`src/rtl/dbus_sig_monitor.sv`:
```
// Data-port monitor: zero-latency passthrough, signature capture FIFO,
// outstanding-request tracking and test-completion/timeout detection.
module dbus_sig_monitor #(
  parameter logic [31:0] SIG_BASE       = 32'h80009000,
  parameter int          SIG_WORDS      = 64,
  parameter logic [31:0] MARKER_ADDR    = 32'h80009018,
  parameter logic [31:0] MARKER_VALUE   = 32'hC0FFEE00,
  parameter int          FIFO_DEPTH     = 8,
  parameter int          TIMEOUT_CYCLES = 50000,
  localparam int         IW             = $clog2(SIG_WORDS),
  localparam int         PW             = $clog2(FIFO_DEPTH),
  localparam int         OW             = PW + 2
) (
  input  logic          clk_i,
  input  logic          rst_i,
  input  logic [31:0]   cpu_addr_i,
  input  logic [31:0]   cpu_data_wr_i,
  input  logic          cpu_rd_i,
  input  logic [3:0]    cpu_wr_i,
  input  logic          cpu_cacheable_i,
  input  logic [10:0]   cpu_req_tag_i,
  input  logic          cpu_invalidate_i,
  input  logic          cpu_writeback_i,
  input  logic          cpu_flush_i,
  output logic [31:0]   cpu_data_rd_o,
  output logic          cpu_accept_o,
  output logic          cpu_ack_o,
  output logic          cpu_error_o,
  output logic [10:0]   cpu_resp_tag_o,
  output logic [31:0]   mem_addr_o,
  output logic [31:0]   mem_data_wr_o,
  output logic          mem_rd_o,
  output logic [3:0]    mem_wr_o,
  output logic          mem_cacheable_o,
  output logic [10:0]   mem_req_tag_o,
  output logic          mem_invalidate_o,
  output logic          mem_writeback_o,
  output logic          mem_flush_o,
  input  logic [31:0]   mem_data_rd_i,
  input  logic          mem_accept_i,
  input  logic          mem_ack_i,
  input  logic          mem_error_i,
  input  logic [10:0]   mem_resp_tag_i,
  output logic          sig_valid_o,
  input  logic          sig_ready_i,
  output logic [IW-1:0] sig_idx_o,
  output logic [31:0]   sig_data_o,
  output logic [3:0]    sig_strb_o,
  output logic          done_o,
  output logic          timeout_o,
  output logic          overflow_o,
  output logic          proto_err_o,
  output logic [31:0]   cycle_count_o
);

  typedef enum logic [1:0] {RUN, FLUSH, DONE, TIMEOUT} state_t;

  localparam logic [31:0] WIN_BYTES = 32'(4 * SIG_WORDS);
  localparam logic [31:0] TMO_LAST  = 32'(TIMEOUT_CYCLES - 1);
  localparam logic [PW:0] DEPTH_C   = (PW + 1)'(FIFO_DEPTH);

  assign mem_addr_o       = cpu_addr_i;
  assign mem_data_wr_o    = cpu_data_wr_i;
  assign mem_rd_o         = cpu_rd_i;
  assign mem_wr_o         = cpu_wr_i;
  assign mem_cacheable_o  = cpu_cacheable_i;
  assign mem_req_tag_o    = cpu_req_tag_i;
  assign mem_invalidate_o = cpu_invalidate_i;
  assign mem_writeback_o  = cpu_writeback_i;
  assign mem_flush_o      = cpu_flush_i;
  assign cpu_data_rd_o    = mem_data_rd_i;
  assign cpu_accept_o     = mem_accept_i;
  assign cpu_ack_o        = mem_ack_i;
  assign cpu_error_o      = mem_error_i;
  assign cpu_resp_tag_o   = mem_resp_tag_i;

  state_t         state_q, state_d;
  logic [OW-1:0]  out_q;
  logic [31:0]    cyc_q;
  logic [PW-1:0]  wr_ptr, rd_ptr;
  logic [PW:0]    cnt_q;
  logic [IW-1:0]  fifo_idx  [FIFO_DEPTH];
  logic [31:0]    fifo_data [FIFO_DEPTH];
  logic [3:0]     fifo_strb [FIFO_DEPTH];

  logic        acc, active, capture, marker, tmo_hit;
  logic        full, pop, push;
  logic [31:0] offs;

  assign acc     = (cpu_rd_i | (|cpu_wr_i)) & mem_accept_i;
  assign offs    = cpu_addr_i - SIG_BASE;
  assign active  = (state_q == RUN) || (state_q == FLUSH);
  assign capture = acc & (|cpu_wr_i) & (offs < WIN_BYTES) & active;
  assign marker  = acc && cpu_wr_i == 4'hF &&
                   cpu_addr_i == MARKER_ADDR &&
                   cpu_data_wr_i == MARKER_VALUE;
  assign tmo_hit = cyc_q == TMO_LAST;

  assign full        = cnt_q == DEPTH_C;
  assign sig_valid_o = cnt_q != '0;
  assign pop         = sig_valid_o & sig_ready_i;
  // A full FIFO still accepts when the head leaves in the same cycle
  assign push        = capture & (~full | pop);

  assign sig_idx_o  = sig_valid_o ? fifo_idx[rd_ptr]  : '0;
  assign sig_data_o = sig_valid_o ? fifo_data[rd_ptr] : '0;
  assign sig_strb_o = sig_valid_o ? fifo_strb[rd_ptr] : '0;

  always_ff @(posedge clk_i) begin
    if (push) begin
      fifo_idx[wr_ptr]  <= offs[IW+1:2];
      fifo_data[wr_ptr] <= cpu_data_wr_i;
      fifo_strb[wr_ptr] <= cpu_wr_i;
    end
  end

  always_ff @(posedge clk_i) begin
    if (rst_i) begin
      wr_ptr     <= '0;
      rd_ptr     <= '0;
      cnt_q      <= '0;
      overflow_o <= 1'b0;
    end else begin
      if (push) wr_ptr <= wr_ptr + 1'b1;
      if (pop)  rd_ptr <= rd_ptr + 1'b1;
      if (push && !pop)      cnt_q <= cnt_q + 1'b1;
      else if (!push && pop) cnt_q <= cnt_q - 1'b1;
      if (capture && full && !pop) overflow_o <= 1'b1;
    end
  end

  always_ff @(posedge clk_i) begin
    if (rst_i) begin
      out_q       <= '0;
      proto_err_o <= 1'b0;
    end else begin
      if (acc && !mem_ack_i)
        out_q <= out_q + 1'b1;
      else if (!acc && mem_ack_i && out_q != '0)
        out_q <= out_q - 1'b1;
      if (mem_ack_i && !acc && out_q == '0) proto_err_o <= 1'b1;
    end
  end

  // Counter holds its final value on the edge that enters TIMEOUT
  always_ff @(posedge clk_i) begin
    if (rst_i)
      cyc_q <= '0;
    else if (active && state_d != TIMEOUT)
      cyc_q <= cyc_q + 1'b1;
  end

  always_ff @(posedge clk_i) begin
    if (rst_i) state_q <= RUN;
    else       state_q <= state_d;
  end

  always_comb begin
    state_d = state_q;
    unique case (state_q)
      RUN: begin
        if (marker)       state_d = FLUSH;
        else if (tmo_hit) state_d = TIMEOUT;
      end
      FLUSH: begin
        if (out_q == '0)  state_d = DONE;
        else if (tmo_hit) state_d = TIMEOUT;
      end
      DONE:    state_d = DONE;
      TIMEOUT: state_d = TIMEOUT;
      default: state_d = RUN;
    endcase
  end

  assign done_o        = state_q == DONE;
  assign timeout_o     = state_q == TIMEOUT;
  assign cycle_count_o = cyc_q;

endmodule

```
`config.mk`:
```
export PLATFORM = sky130hd
export DESIGN_NAME = dbus_sig_monitor
export DESIGN_NICKNAME = d
export VERILOG_FILES = /design/src/rtl/dbus_sig_monitor.sv
export SDC_FILE = /design/constraint.sdc
export NUM_CORES = 1
export LEC_CHECK = 0
export CORE_MARGIN = 4
export CORE_UTILIZATION = 52
export CTS_CLUSTER_DIAMETER = 30
export DETAILED_ROUTE_END_ITERATION = 16
export PLACE_DENSITY = 0.77
export RECOVER_POWER = 50
export SETUP_SLACK_MARGIN = 0.05
export SLEW_MARGIN = 20
export SYNTH_ARGS = -nofsm -noshare
export SYNTH_HDL_FRONTEND = slang
export SYNTH_SLANG_ARGS = --single-unit
```
`constraint.sdc`:
```
create_clock -name clk_i -period 8.7 [get_ports clk_i]
set_clock_uncertainty 0.1 [all_clocks]
set_input_delay 1.74 -clock clk_i [delete_from_list [all_inputs] [get_ports clk_i]]
set_output_delay 1.74 -clock clk_i [all_outputs]
set_load 0.01 [all_outputs]
```
==> results.md <==
- Clock transition at path regs: 50 ps
- Ys Warns: 0
- Internal power: ~3.8 mW
- Leakage power: slightly below 7 nW
- # setup viols final: 0
- Max-slew violation count: 75
- Worst hold start: proto_err_o$_SDFFE_PP0P_
- Seq cells post-synth: 390
- Diode count: 0
- Nets: around 1300
- Initial Utilization: 0.530
- Vias in the first global route: approximately 10000
- Sequential fraction of the synthesis area: 0.664
- Synthesized instance count: ~1000
- Logic pwr share: 0.036
- CP startpoint kind: flop
- Synth unique cells: between 50 and 60
- Post-CTS Setup Bufs: 0
- Worst hold slack: 369 ps
- RSZ-0062 raised after global routing: no
- Clock sinks: approximately 400
- Area delta synth->final: 23.5%
- Syn nets: 1171
- Critical path class: flop to output port
- Pwr dens: ~230 nW/µm²
- Hold Crit Depth: 2
- Reg2reg end: cnt_q[3]$_SDFFE_PP0P_
- Worst r2r src: cnt_q[0]$_SDFFE_PP0P_
- Critical path data arrival time: 4240 ps
- Max FO, Critical Path: 32
- Worst EP required: 6860 ps
- CTS H-Tree Depth: 3
- Top cells by area, synth: edfxtp_1, mux4_2, dfxtp_1, buf_4, mux2i_1
- Post-synth top area cell: edfxtp_1
- Number of synthesized flops with an enable pin: 336
- Setup TNS: 0 ps
- Post-route setup slack: 2620 ps
- Max Cap Violations: 3
- Post-route DRC: 0
- Hold path endpoint: proto_err_o$_SDFFE_PP0P_
- Post-DP HPWL: roughly 23 mm
- Buffers added on ports: 223
- ANT nets after route: 0
- Flop pwr share: 0.427
- Crit end category: output port
- Via Count: 9411
- Part of the cycle the worst path needs: 0.699
- TritonCTS clock tree: done
- Largest net degree at the start of global routing: 78
- Pre-CTS WS: around 3200 ps
- Synth Cell Area: around 17000 µm²
- Net Sw Frac: 0.211
- Clock power share: 0.537
- Die area: 35300 µm²
- DRT Pass-1 Iters: 5
- Avg Vias per Cell: around 5.8
- Grt total ovfl: 0
- Initial antenna violation count: 1
- IO Pins: 342
- CORE AREA: 31700 µm²
- Routability Congestion: slightly above 0.8
- GRT met3 Usage: 0.0568
- Final Hold Fails: 0
- Post-layout min period: 6080 ps
- Outcome: complete, but fails checks
- Initial drt markers: ~680
- Most common cell after layout, fill and taps aside: edfxtp_1
- Share of cells above drive strength 1: 0.196
- Failing checks: capacitance limit, slew limit
- Psw: approximately 1.0 mW
- Synth Area per Inst: roughly 16 µm²
- Root buffer selected by CTS: clkbuf_16
- Least-Margin Pin Slew: roughly 2400 ps
- Met1 usage: 0.287
- Async set-reset flop share out of synthesis: 0
- Met2 Usage GRT: 0.368
- Most used routing layer: met2
- Slew HR: -0.597
- Worst R2R Path Depth: 12
- Clock latency at the later pin of the worst-skew pair: approximately 540 ps
- Tot Pwr: 4.79 mW
- R2r setup slk: 3820 ps
- CTS max path bufs: 3
- Die Y-Extent: around 190 µm
- CTS resizes: 0
- Peak supply drop: 141 µV
- Die width: between 150 and 200 µm
- Global-route wire length before repair: approximately 60 mm
- Gr usage total: 0.221
- Hold-fix buffers, CTS: 0
- Tightest Hold Check Type: flop to flop
- Share of the synthesized area in the top cell type: 0.600
- Post-DR wirelength/cell: between 20 and 25 µm
- Main flop type after synthesis: edfxtp_1
- Fmax: 165 MHz
- Routed WL: 39.3 mm
- Most frequent cells in the layout: edfxtp_1, clkdlybuf4s50_1, nor2_1, mux4_2, dlygate4sd3_1
- TritonCTS buffer count: 68
- Row count: 65
critical path: stages (launching register included):
cell,delay [ps]
dfxtp_1,1330
buf_4,720
mux4_2,640
mux2i_1,260
nor2_1,90
clkdlybuf4s50_1,600
final cells by class:
type / count / area (µm²)
Sequential cell: 390 / 11200
Fill cell: 2126 / 11000
Multi-Input combinational cell: 459 / 4470
Timing Repair Buffer: 239 / 2360
Clock buffer: 81 / 1810
Tap cell: 402 / 503
Clock inverter: 41 / 414
Inverter: 8 / 30.0
sequential cells by signal, summed over array words and instances, names as in the netlist, named ones only:
name	cells
cnt_q	4
cycle_count_o	32
fifo_data	256
fifo_idx	48
fifo_strb	32
out_q	5
overflow_o	1
proto_err_o	1
rd_ptr	3
state_q	2
wr_ptr	3
power groups by stage:
stage                     logic, mW  registers (mW)  clock network (mW)
after floorplan               0.115            2.09                   0
after global placement        0.174            2.08                   0
after detailed placement      0.178            2.09                   0
after CTS                     0.179            2.05                2.60
after global routing          0.187            2.05                2.70
final                         0.173            2.05                2.57
routing by layer:
layer  share of wire  up-vias
met2            0.50      441
met4           0.025        0
met3           0.082       83
met1            0.39     4754
met5               0        -
li1                -     4133
worst max-delay path by stage:
stage	endpoint	slack, ps	cells past startpoint
global route	sig_data_o[13]	2290	5
global placement	fifo_data[7][7]$_DFFE_PP_	3310	8
detailed placement	fifo_data[7][7]$_DFFE_PP_	3180	8
finish	sig_data_o[3]	2620	5
CTS	sig_data_o[13]	2890	5
floorplan	fifo_data[1][0]$_DFFE_PP_	1790	6
cell usage after synthesis, types with 2 or more instances:
library cell	n
nand3_1	20
a21o_1	4
buf_1	11
dfxtp_1	54
or2_2	2
ha_1	9
or4_1	3
mux2_4	8
xnor2_1	9
a21oi_2	9
nor4_1	14
buf_2	6
nor4b_1	4
clkbuf_1	19
inv_1	8
and4b_1	3
mux2_2	3
o31ai_1	3
mux2_1	4
or3_1	4
fa_1	2
nor3b_1	4
mux4_2	84
xor2_1	13
mux2i_1	47
nor4_2	2
nor2b_1	14
a21oi_1	22
nor3_1	9
or4_4	2
buf_12	2
and4_1	2
nand4_1	15
nand2_1	20
edfxtp_1	336
buf_4	130
buf_6	2
nor2_1	94
o21ai_0	6
and3_1	5
stage by stage:
| step | std cells | utilization | cell area (µm²) |
|---|---|---|---|
| finish | 1620 | 0.655 | 20800 |
| global route | 1620 | 0.655 | 20800 |
| CTS | 1619 | 0.655 | 20800 |
| detailed placement | 1497 | 0.585 | 18500 |
| global placement | 1497 | 0.585 | 18500 |
| floorplan | 1027 | - | 16800 |
cells by family (layout without fill, tap and decap cells):
| group | after synthesis | after routing | synth area share |
|---|---|---|---|
| XOR/XNOR | 22 | 22 | 0.0115 |
| flip-flops | 390 | 390 | 0.664 |
| adder cells (fa/ha/maj) | 11 | 11 | 0.00907 |
| buffers and inverters | 178 | 369 | 0.0720 |
| AO/OA/AOI/OAI | 51 | 51 | 0.0194 |
| AND/OR/NAND/NOR | 229 | 229 | 0.0718 |
| multiplexers | 146 | 146 | 0.152 |
No activity file was read; power rests on OpenSTA's default activity.
